===== src/rtl/conv_layer_engine.sv =====
// Single-layer KxK convolution over an IMGxIMG map, CH filters in parallel; one output per K*K+1 cycles.
// Results held on out_data while out_ready is low; MAC stalls until the handshake.
module conv_layer_engine #(
    parameter int DW  = 8,
    parameter int AW  = 32,
    parameter int IMG = 16,
    parameter int K   = 4,
    parameter int CH  = 4
) (
    input  logic                         clk,
    input  logic                         rst_n,
    input  logic                         img_we,
    input  logic [$clog2(IMG*IMG)-1:0]   img_addr,
    input  logic [DW-1:0]                img_wdata,
    input  logic                         flt_we,
    input  logic [$clog2(CH)-1:0]        flt_ch,
    input  logic [$clog2(K*K)-1:0]       flt_addr,
    input  logic [DW-1:0]                flt_wdata,
    input  logic                         start,
    input  logic                         stride2,
    input  logic                         relu_en,
    output logic                         busy,
    output logic                         done,
    output logic                         out_valid,
    input  logic                         out_ready,
    output logic [CH*AW-1:0]             out_data,
    output logic [$clog2(IMG)-1:0]       out_row,
    output logic [$clog2(IMG)-1:0]       out_col
);
    localparam int IAW   = $clog2(IMG*IMG);
    localparam int TAW   = $clog2(K*K);
    localparam int RW    = $clog2(IMG);
    localparam int KW    = (K > 1) ? $clog2(K) : 1;
    localparam int LAST1 = IMG - K;
    localparam int LAST2 = (IMG - K) / 2;

    typedef enum logic [1:0] {IDLE, MAC, EMIT, DONE} state_t;

    state_t state;
    logic signed [DW-1:0]   img_mem [IMG*IMG];
    logic signed [DW-1:0]   flt_mem [CH][K*K];
    logic signed [AW-1:0]   acc      [CH];
    logic signed [AW-1:0]   acc_next [CH];
    logic signed [2*DW-1:0] prod     [CH];
    logic signed [DW-1:0]   pix;
    logic [IAW-1:0]         pix_idx;
    logic [TAW-1:0]         tap_idx;
    logic [RW-1:0]          row, col, last_idx;
    logic [KW-1:0]          kr, kc;
    logic                   stride_q, relu_q;

    // Memories are never reset so contents survive both reset and passes.
    always_ff @(posedge clk) begin
        if (state == IDLE) begin
            if (img_we && (32'(img_addr) < 32'(IMG*IMG)))
                img_mem[img_addr] <= img_wdata;
            if (flt_we && (32'(flt_ch) < 32'(CH)) && (32'(flt_addr) < 32'(K*K)))
                flt_mem[flt_ch][flt_addr] <= flt_wdata;
        end
    end

    always_comb begin
        pix_idx  = IAW'(((32'(row) << stride_q) + 32'(kr)) * 32'(IMG)
                        + (32'(col) << stride_q) + 32'(kc));
        tap_idx  = TAW'(32'(kr) * 32'(K) + 32'(kc));
        pix      = img_mem[pix_idx];
        last_idx = stride_q ? RW'(LAST2) : RW'(LAST1);
        for (int c = 0; c < CH; c++) begin
            prod[c]     = (2*DW)'(pix) * (2*DW)'(flt_mem[c][tap_idx]);
            acc_next[c] = acc[c] + AW'(prod[c]);
        end
    end

    always_ff @(posedge clk) begin
        if (!rst_n) begin
            state     <= IDLE;
            busy      <= 1'b0;
            done      <= 1'b0;
            out_valid <= 1'b0;
            out_data  <= '0;
            out_row   <= '0;
            out_col   <= '0;
            row       <= '0;
            col       <= '0;
            kr        <= '0;
            kc        <= '0;
            stride_q  <= 1'b0;
            relu_q    <= 1'b0;
            for (int c = 0; c < CH; c++) acc[c] <= '0;
        end else begin
            unique case (state)
                IDLE: begin
                    done <= 1'b0;
                    if (start) begin
                        stride_q <= stride2;
                        relu_q   <= relu_en;
                        row      <= '0;
                        col      <= '0;
                        kr       <= '0;
                        kc       <= '0;
                        for (int c = 0; c < CH; c++) acc[c] <= '0;
                        busy     <= 1'b1;
                        state    <= MAC;
                    end
                end
                MAC: begin
                    for (int c = 0; c < CH; c++) acc[c] <= acc_next[c];
                    if (kc == KW'(K-1)) begin
                        kc <= '0;
                        if (kr == KW'(K-1)) begin
                            // Final tap: publish the completed sums directly from acc_next.
                            kr        <= '0;
                            out_valid <= 1'b1;
                            out_row   <= row;
                            out_col   <= col;
                            for (int c = 0; c < CH; c++)
                                out_data[c*AW +: AW] <= (relu_q && acc_next[c][AW-1]) ? '0 : acc_next[c];
                            state     <= EMIT;
                        end else begin
                            kr <= kr + 1'b1;
                        end
                    end else begin
                        kc <= kc + 1'b1;
                    end
                end
                EMIT: begin
                    if (out_ready) begin
                        out_valid <= 1'b0;
                        if (row == last_idx && col == last_idx) begin
                            done  <= 1'b1;
                            state <= DONE;
                        end else begin
                            if (col == last_idx) begin
                                col <= '0;
                                row <= row + 1'b1;
                            end else begin
                                col <= col + 1'b1;
                            end
                            for (int c = 0; c < CH; c++) acc[c] <= '0;
                            state <= MAC;
                        end
                    end
                end
                DONE: begin
                    done  <= 1'b0;
                    busy  <= 1'b0;
                    state <= IDLE;
                end
                default: state <= IDLE;
            endcase
        end
    end
endmodule


===== config.mk =====
export PLATFORM = sky130hd
export DESIGN_NAME = conv_layer_engine
export DESIGN_NICKNAME = d
export VERILOG_FILES = /design/src/rtl/conv_layer_engine.sv
export SDC_FILE = /design/constraint.sdc
export NUM_CORES = 2
export LEC_CHECK = 0
export ABC_AREA = 1
export CAP_MARGIN = 15
export CORE_AREA = 2 2 540 649
export DETAILED_ROUTE_END_ITERATION = 8
export DIE_AREA = 0 0 542 651
export PLACE_DENSITY = 0.61
export SLEW_MARGIN = 0
export SYNTH_ARGS = -nofsm -noshare
export SYNTH_HDL_FRONTEND = slang
export SYNTH_SLANG_ARGS = --single-unit

===== constraint.sdc =====
create_clock -name clk -period 10.2 [get_ports clk]
set_input_delay 1.02 -clock clk [delete_from_list [all_inputs] [get_ports clk]]
set_output_delay 1.02 -clock clk [all_outputs]
set_load 0.01 [all_outputs]

## After elaboration in Yosys (flattened, before gate mapping)

Memories as Yosys holds them, arrays and structs flattened.
Cells that the tools add are included.

| storage, ports and cells | value |
|---|---|
| memories | 3 |
| bits in writable memories | 2688 |
| logic and storage cells | 168 |
| flip-flop bits (word level) | 155 |
| output and inout bits | 139 |
| input port bits | 38 |

Memory list:

| name | depth | bits a word | rd ports | clocked after memory_dff | wr ports | RTL line | text |
|---|---|---|---|---|---|---|---|
| img_mem | 256 | 8 | 1 | 0 | 1 | 40 | `logic signed [DW-1:0] img_mem [IMG*IMG];` |
| flt_mem | 4 | 128 | 4 | 0 | 1 | 41 | `logic signed [DW-1:0] flt_mem [CH][K*K];` |
| acc | 4 | 32 | 4 | 0 | 4 | 42 | `logic signed [AW-1:0] acc [CH];` |

| operators by class | value |
|---|---|
| magnitude comparators | 3 |
| equal/unequal tests | 14 |
| $mul | 4 |
| bitwise gates (word level) | 14 |
| shift operators | 2 |
| add/sub/neg operators | 12 |
| multiplexer cells | 80 |
| reduce and logical (&&, ||, !) cells | 23 |

Operators with widths:

| kind | count |
|---|---|
| two-way mux 32 bit | 16 |
| adder 32 x 16 -> 32 bit | 4 |
| binary-select mux 8 bit (select 4 bit) | 4 |
| two-way mux 128 bit | 1 |
| two-way mux 8 bit | 9 |
| multiplier 8 x 8 -> 16 bit | 4 |
| demux 8 bit (select 4 bit) | 1 |
| two-way mux 4 bit | 8 |
| two-way mux 1 bit | 24 |
| two-way mux 2 bit | 9 |
| case mux 4 bit (2 select lines) | 2 |
| != test 2 bit (second input constant) | 7 |
| bitwise OR 1 bit | 12 |
| AND reduction 4 bit | 3 |
| >= comparator 5 bit (second input constant) | 2 |
| NOT 4 -> 5 bit | 2 |
| nonzero test 2 bit | 5 |
| AND reduction 3 bit | 3 |
| adder 4 x 1 -> 4 bit (second input constant) | 2 |
| adder 4 x 2 -> 4 bit | 2 |
| adder 8 x 2 -> 8 bit | 1 |
| adder 8 bit | 1 |
| equality test 2 bit (second input constant) | 4 |
| equality test 4 bit | 2 |
| 13 further kinds | 24 |

## Logic depth before layout (Yosys ltp)

| depth | value |
|---|---|
| depth after elaboration | 9 |
| depth in mapped cells | 47 |

## Worst setup path before layout

No wires, ideal clock.

| timing path | value |
|---|---|
| path kind | flip-flop to flip-flop |
| from | register kc[1] |
| to | register out_data[65] |
| data required time | 10130 ps |
| path slack | 1143 ps |
| stages on the path, launching flop included | 43 |
| arrival time | 8987 ps |
| path buffers | 8 |
| cells stage by stage | dfxtp_1 > clkbuf_1 > inv_2 > clkbuf_1 > clkbuf_1 > fa_1 > buf_2 > inv_2 > buf_2 > clkbuf_1 > nand3_1 > nand4_1 > nand3_1 > nand3_1 > nand3_1 > nand2_1 > nand2_1 > nand2_1 > [7 not listed] > inv_1 > fa_1 > inv_1 > ha_1 > ha_1 > a21o_1 > nor2_1 > nand2_1 > nand2_1 > nand2_1 > nand2_1 > nand2_1 > nand2_1 > nand2_1 > nand2_1 > clkbuf_1 > nand3_1 > a21oi_1 |

| between the ends | value |
|---|---|
| cells in the longest elaborated chain, start to end | 9 |
| elaborated cells on any way between the ends | 13 |

RTL lines:

| item | RTL line | text |
|---|---|---|
| start, declared | 49 | `logic [KW-1:0] kr, kc;` |
| start signal, assigned | 123 | `kc <= kc + 1'b1;` |
| branches (longest 9 deep; another with adder 32 x 16 -> 32 bit) | -- |  |
| end signal, assigned by index | 117 | `out_data[c*AW +: AW] <= (relu_q && acc_next[c][AW-1]) ? '0 : acc_next[c];` |
| end, declared | 26 | `output logic [CH*AW-1:0] out_data,` |

Parallel ways; which one is timed is not known. The select of a mux whose other input is x is not followed.
A chain may end at the register's enable or synchronous reset.

## Worst setup path after layout

| timing path | value |
|---|---|
| from | register col[0] |
| to | register out_data[45] |

| between the ends | value |
|---|---|
| cells in the longest elaborated chain, start to end | 8 |

RTL lines:

| item | RTL line | text |
|---|---|---|
| start, declared | 48 | `logic [RW-1:0] row, col, last_idx;` |
| start signal, assigned | 137 | `col <= col + 1'b1;` |
| left shift 4 x 1 -> 8 bit (*) | 64 | `+ (32'(col) << stride_q) + 32'(kc));` |
| adder 8 bit (*) | 64 |  |
| adder 8 x 2 -> 8 bit (*) | 64 |  |
| memory read (256 x 8 bit) (*) | -- |  |
| multiplier 8 x 8 -> 16 bit (*) | 69 | `prod[c] = (2*DW)'(pix) * (2*DW)'(flt_mem[c][tap_idx]);` |
| adder 32 x 16 -> 32 bit (*) | 70 | `acc_next[c] = acc[c] + AW'(prod[c]);` |
| logical AND 1 bit | 117 |  |
| two-way mux 32 bit (*) | 117 |  |

Mark *: on every way between the ends. The rest lies on a longest branch, timed or not.

==> flow_metrics.py <==
metrics = {
    "die": {
        "die_area_sq_um": 353000,
        "fp-row-count": 237,
        "start_util_pct": 39.9,
        "chipWidth_microns": 542,
        "io-pin-count": 177,
        "die_y_microns": 651,
        "fp.coreArea_sq_um": 346000,
    },
    "critical_path": {
        "path_class": "flop to flop",
        "worstPathRequired_ns": 11.02,
        "cpMostUsedCell": "nand3_1",
        "cp-end-kind": "flop",
        "critPathMaxFanout": 41,
        "r2r_cells": 33,
        "crit_path_start_kind": "flop",
        "critPathSlowestCell": "fa_4",
        "arrival_ns": 10.46,
        "worst_path_largest_cell_delay_ns": 1.09,
    },
    "drt": {
        "wl_microns": 397000,
        "drt_iter0_drc": 8811,
        "vias": 94374,
        "routedWlPerCell_microns": 22.6,
        "vias_per_cell": 5.37,
        "drcViolationCount": 0,
        "firstDrtPassIters": 6,
        "ant_nets": 0,
    },
    "sta": {
        "timing.slew.headroom_pct": 14.3,
        "fmax_mhz": 104,
        "worst_pin_slew_ns": 1.28,
        "rsz0062_at_grt": "false",
        "setup_violations": 0,
        "setup_ws_ns": 0.564,
        "maxSlewViolCount": 0,
        "setup_tns_ns": 0,
        "hold_violations": 0,
        "fin_crit_ns": 9.64,
        "hold_ws_ns": 0.464,
        "period_share_pct": 94.5,
        "finClkSkew_ns": 0.0811,
    },
    "final_layout": {
        "area_growth_pct": 11.8,
        "fin_nets": 13698,
        "nFillCells": 31918,
        "drive_gt1_share_pct": 5.90,
    },
    "placement": {
        "hpwl_microns": 249000,
        "place_congestion": 0.932,
        "io_buffers": 176,
        "dp_slack_ns": 0.260,
    },
    "cts": {
        "cts_buffers": 302,
        "root_buffer": "clkbuf_16",
        "numClockSinks": 2843,
        "cts_max_level": 5,
        "clk_pin_slew_ns": 0.06,
        "cts.hold.buffers_added": 0,
        "clk_path_buf_depth": 4,
        "cts_tree": "done",
        "clk_latency_ns": 0.96,
    },
    "synth": {
        "ys_ff_latch": 2843,
        "avgSynthCellArea_sq_um": 10.8,
        "synth_edf_count": 2592,
        "ys.flop_type": "edfxtp_1",
        "syn-cell-area_sq_um": 138000,
        "seq_area_frac_synth_pct": 60.0,
        "async_flop_share_pct": 0,
        "ys_warn_count": 0,
        "ys_types": 55,
        "syn_nets": 13685,
        "netlist_instances": 12807,
    },
    "global_routing": {
        "grt_pass1_wl_microns": 595000,
        "grt_usage_pct": 22.2,
        "grt_max_degree": 184,
        "antenna_found_initial": 12,
        "grt_pass1_vias": 92434,
        "grt_overflow": 0,
    },
    "min_path": {
        "hold_depth": 2,
        "hp-class": "flop to flop",
    },
    "run": {
        "max_cap_violations": 0,
    },
    "status": {
        "outcome": "finished, final reports clean",
    },
}
sequential cells by signal, summed over array words and instances (netlist names), 2 cells and up:
signal / cells
flt_mem: 512
state: 2
out_row: 4
kc: 2
col: 4
out_data: 128
out_col: 4
img_mem: 2048
kr: 2
acc: 128
row: 4
metrics by stage:
stage	instances	utilization [%]	instance area, sq um
detailed placement	17049	41.8	145000
floorplan	12807	-	138000
global route	17588	44.6	154000
CTS	17577	44.5	154000
global placement	17049	41.8	145000
finish	17590	44.6	154000
critical path, delay by kind of cell (launching register included):
| kind | cells | cell delay [ns] |
|---|---|---|
| AO/OA/AOI/OAI | 4 | 1.34 |
| XOR/XNOR | 1 | 0.42 |
| adder cells (fa/ha/maj) | 8 | 3.85 |
| buffers and inverters | 7 | 0.90 |
| flip-flops | 1 | 0.37 |
| AND/OR/NAND/NOR | 13 | 2.57 |
metal layers:
| layer | up-vias | global-route usage [%] | part of all wire [%] |
|---|---|---|---|
| met5 | - | 0 | 0.0075 |
| met4 | 6 | 9.66 | 4.7 |
| met3 | 698 | 3.19 | 6.8 |
| met2 | 3346 | 36.8 | 48 |
| met1 | 46540 | 28.9 | 40 |
| li1 | 43784 | - | - |
worst paths after layout:
check / end / slack (ns) / from
setup / recovery: out_data[45] / 0.56 / col[0]
hold / removal: out_data[13] / 0.46 / out_data[13]
setup reg to reg: out_data[45] / 0.56 / col[0]
hold reg to reg: out_data[13] / 0.46 / out_data[13]
synth_stat cells, types with 15 or more instances:
library cell	n	area, sq um
a21oi_1	599	3000
a221oi_1	80	701
a22o_1	40	350
a22oi_1	18	135
a311o_1	22	220
buf_1	57	214
buf_2	259	1300
buf_4	33	248
clkbuf_1	347	1300
dfxtp_1	251	5020
edfxtp_1	2592	77800
fa_1	550	11000
ha_1	290	3630
inv_1	987	3700
nand2_1	2651	9950
nand3_1	1652	8270
nand3b_1	15	113
nand4_1	83	519
nor2_1	1388	5210
nor3_1	27	135
o211ai_1	32	240
o21ai_0	537	2690
o221ai_1	15	131
or2_2	25	156
or3_1	19	119
xnor2_1	49	429
xor2_1	59	517
layout make-up:
class / count / area, sq um / share of cell area (%)
sequential: 2843 / 82900 / 53.7
multi-input combinational: 8253 / 48500 / 31.4
clock buffer: 377 / 8000 / 5.18
tap: 4541 / 5680 / 3.68
timing repair buffer: 412 / 4130 / 2.68
inverter: 1008 / 3840 / 2.49
clock inverter: 151 / 1400 / 0.906
antenna: 5 / 12.5 / 0.00810
cell families (layout without fill, tap and decap cells):
family | after synthesis | in the layout | synth area share [%]
flops | 2843 | 2843 | 60.0
fa+ha+maj | 840 | 840 | 10.6
simple gates | 5892 | 5893 | 17.9
buf+inv | 1712 | 1948 | 5.02
xor+xnor | 111 | 111 | 0.729
compound gates | 1409 | 1409 | 5.75
other cells | 0 | 5 | 0
placed cells by master (no fill, tap or decap), types with 25 or more instances in the layout:
cell type and instances:
edfxtp_1 2592, nand4_1 83, clkinv_2 35, xor2_1 59
buf_12 48, nand2_1 2629, clkinv_1 67, a21oi_1 599
or2_2 25, nor2_1 1379, ha_1 289, clkbuf_1 67
buf_4 188, o21ai_0 536, clkdlybuf4s50_1 160, o211ai_1 32
a22o_1 40, clkbuf_16 309, a221oi_1 80, inv_1 981
nand3_1 1652, nor3_1 26, fa_1 549, xnor2_1 49
dfxtp_1 247, nand2_2 32
timing repair:
item,4_1_cts,5_1_grt
gates resized for setup,0,7
setup endpoints to repair,0,148
buffers inserted,0,5
endpoints found under the hold margin,0,0
Power is left out: the tool's default activity adds up to more than one toggle a clock period on the data nets, which glitch-free logic cannot reach.
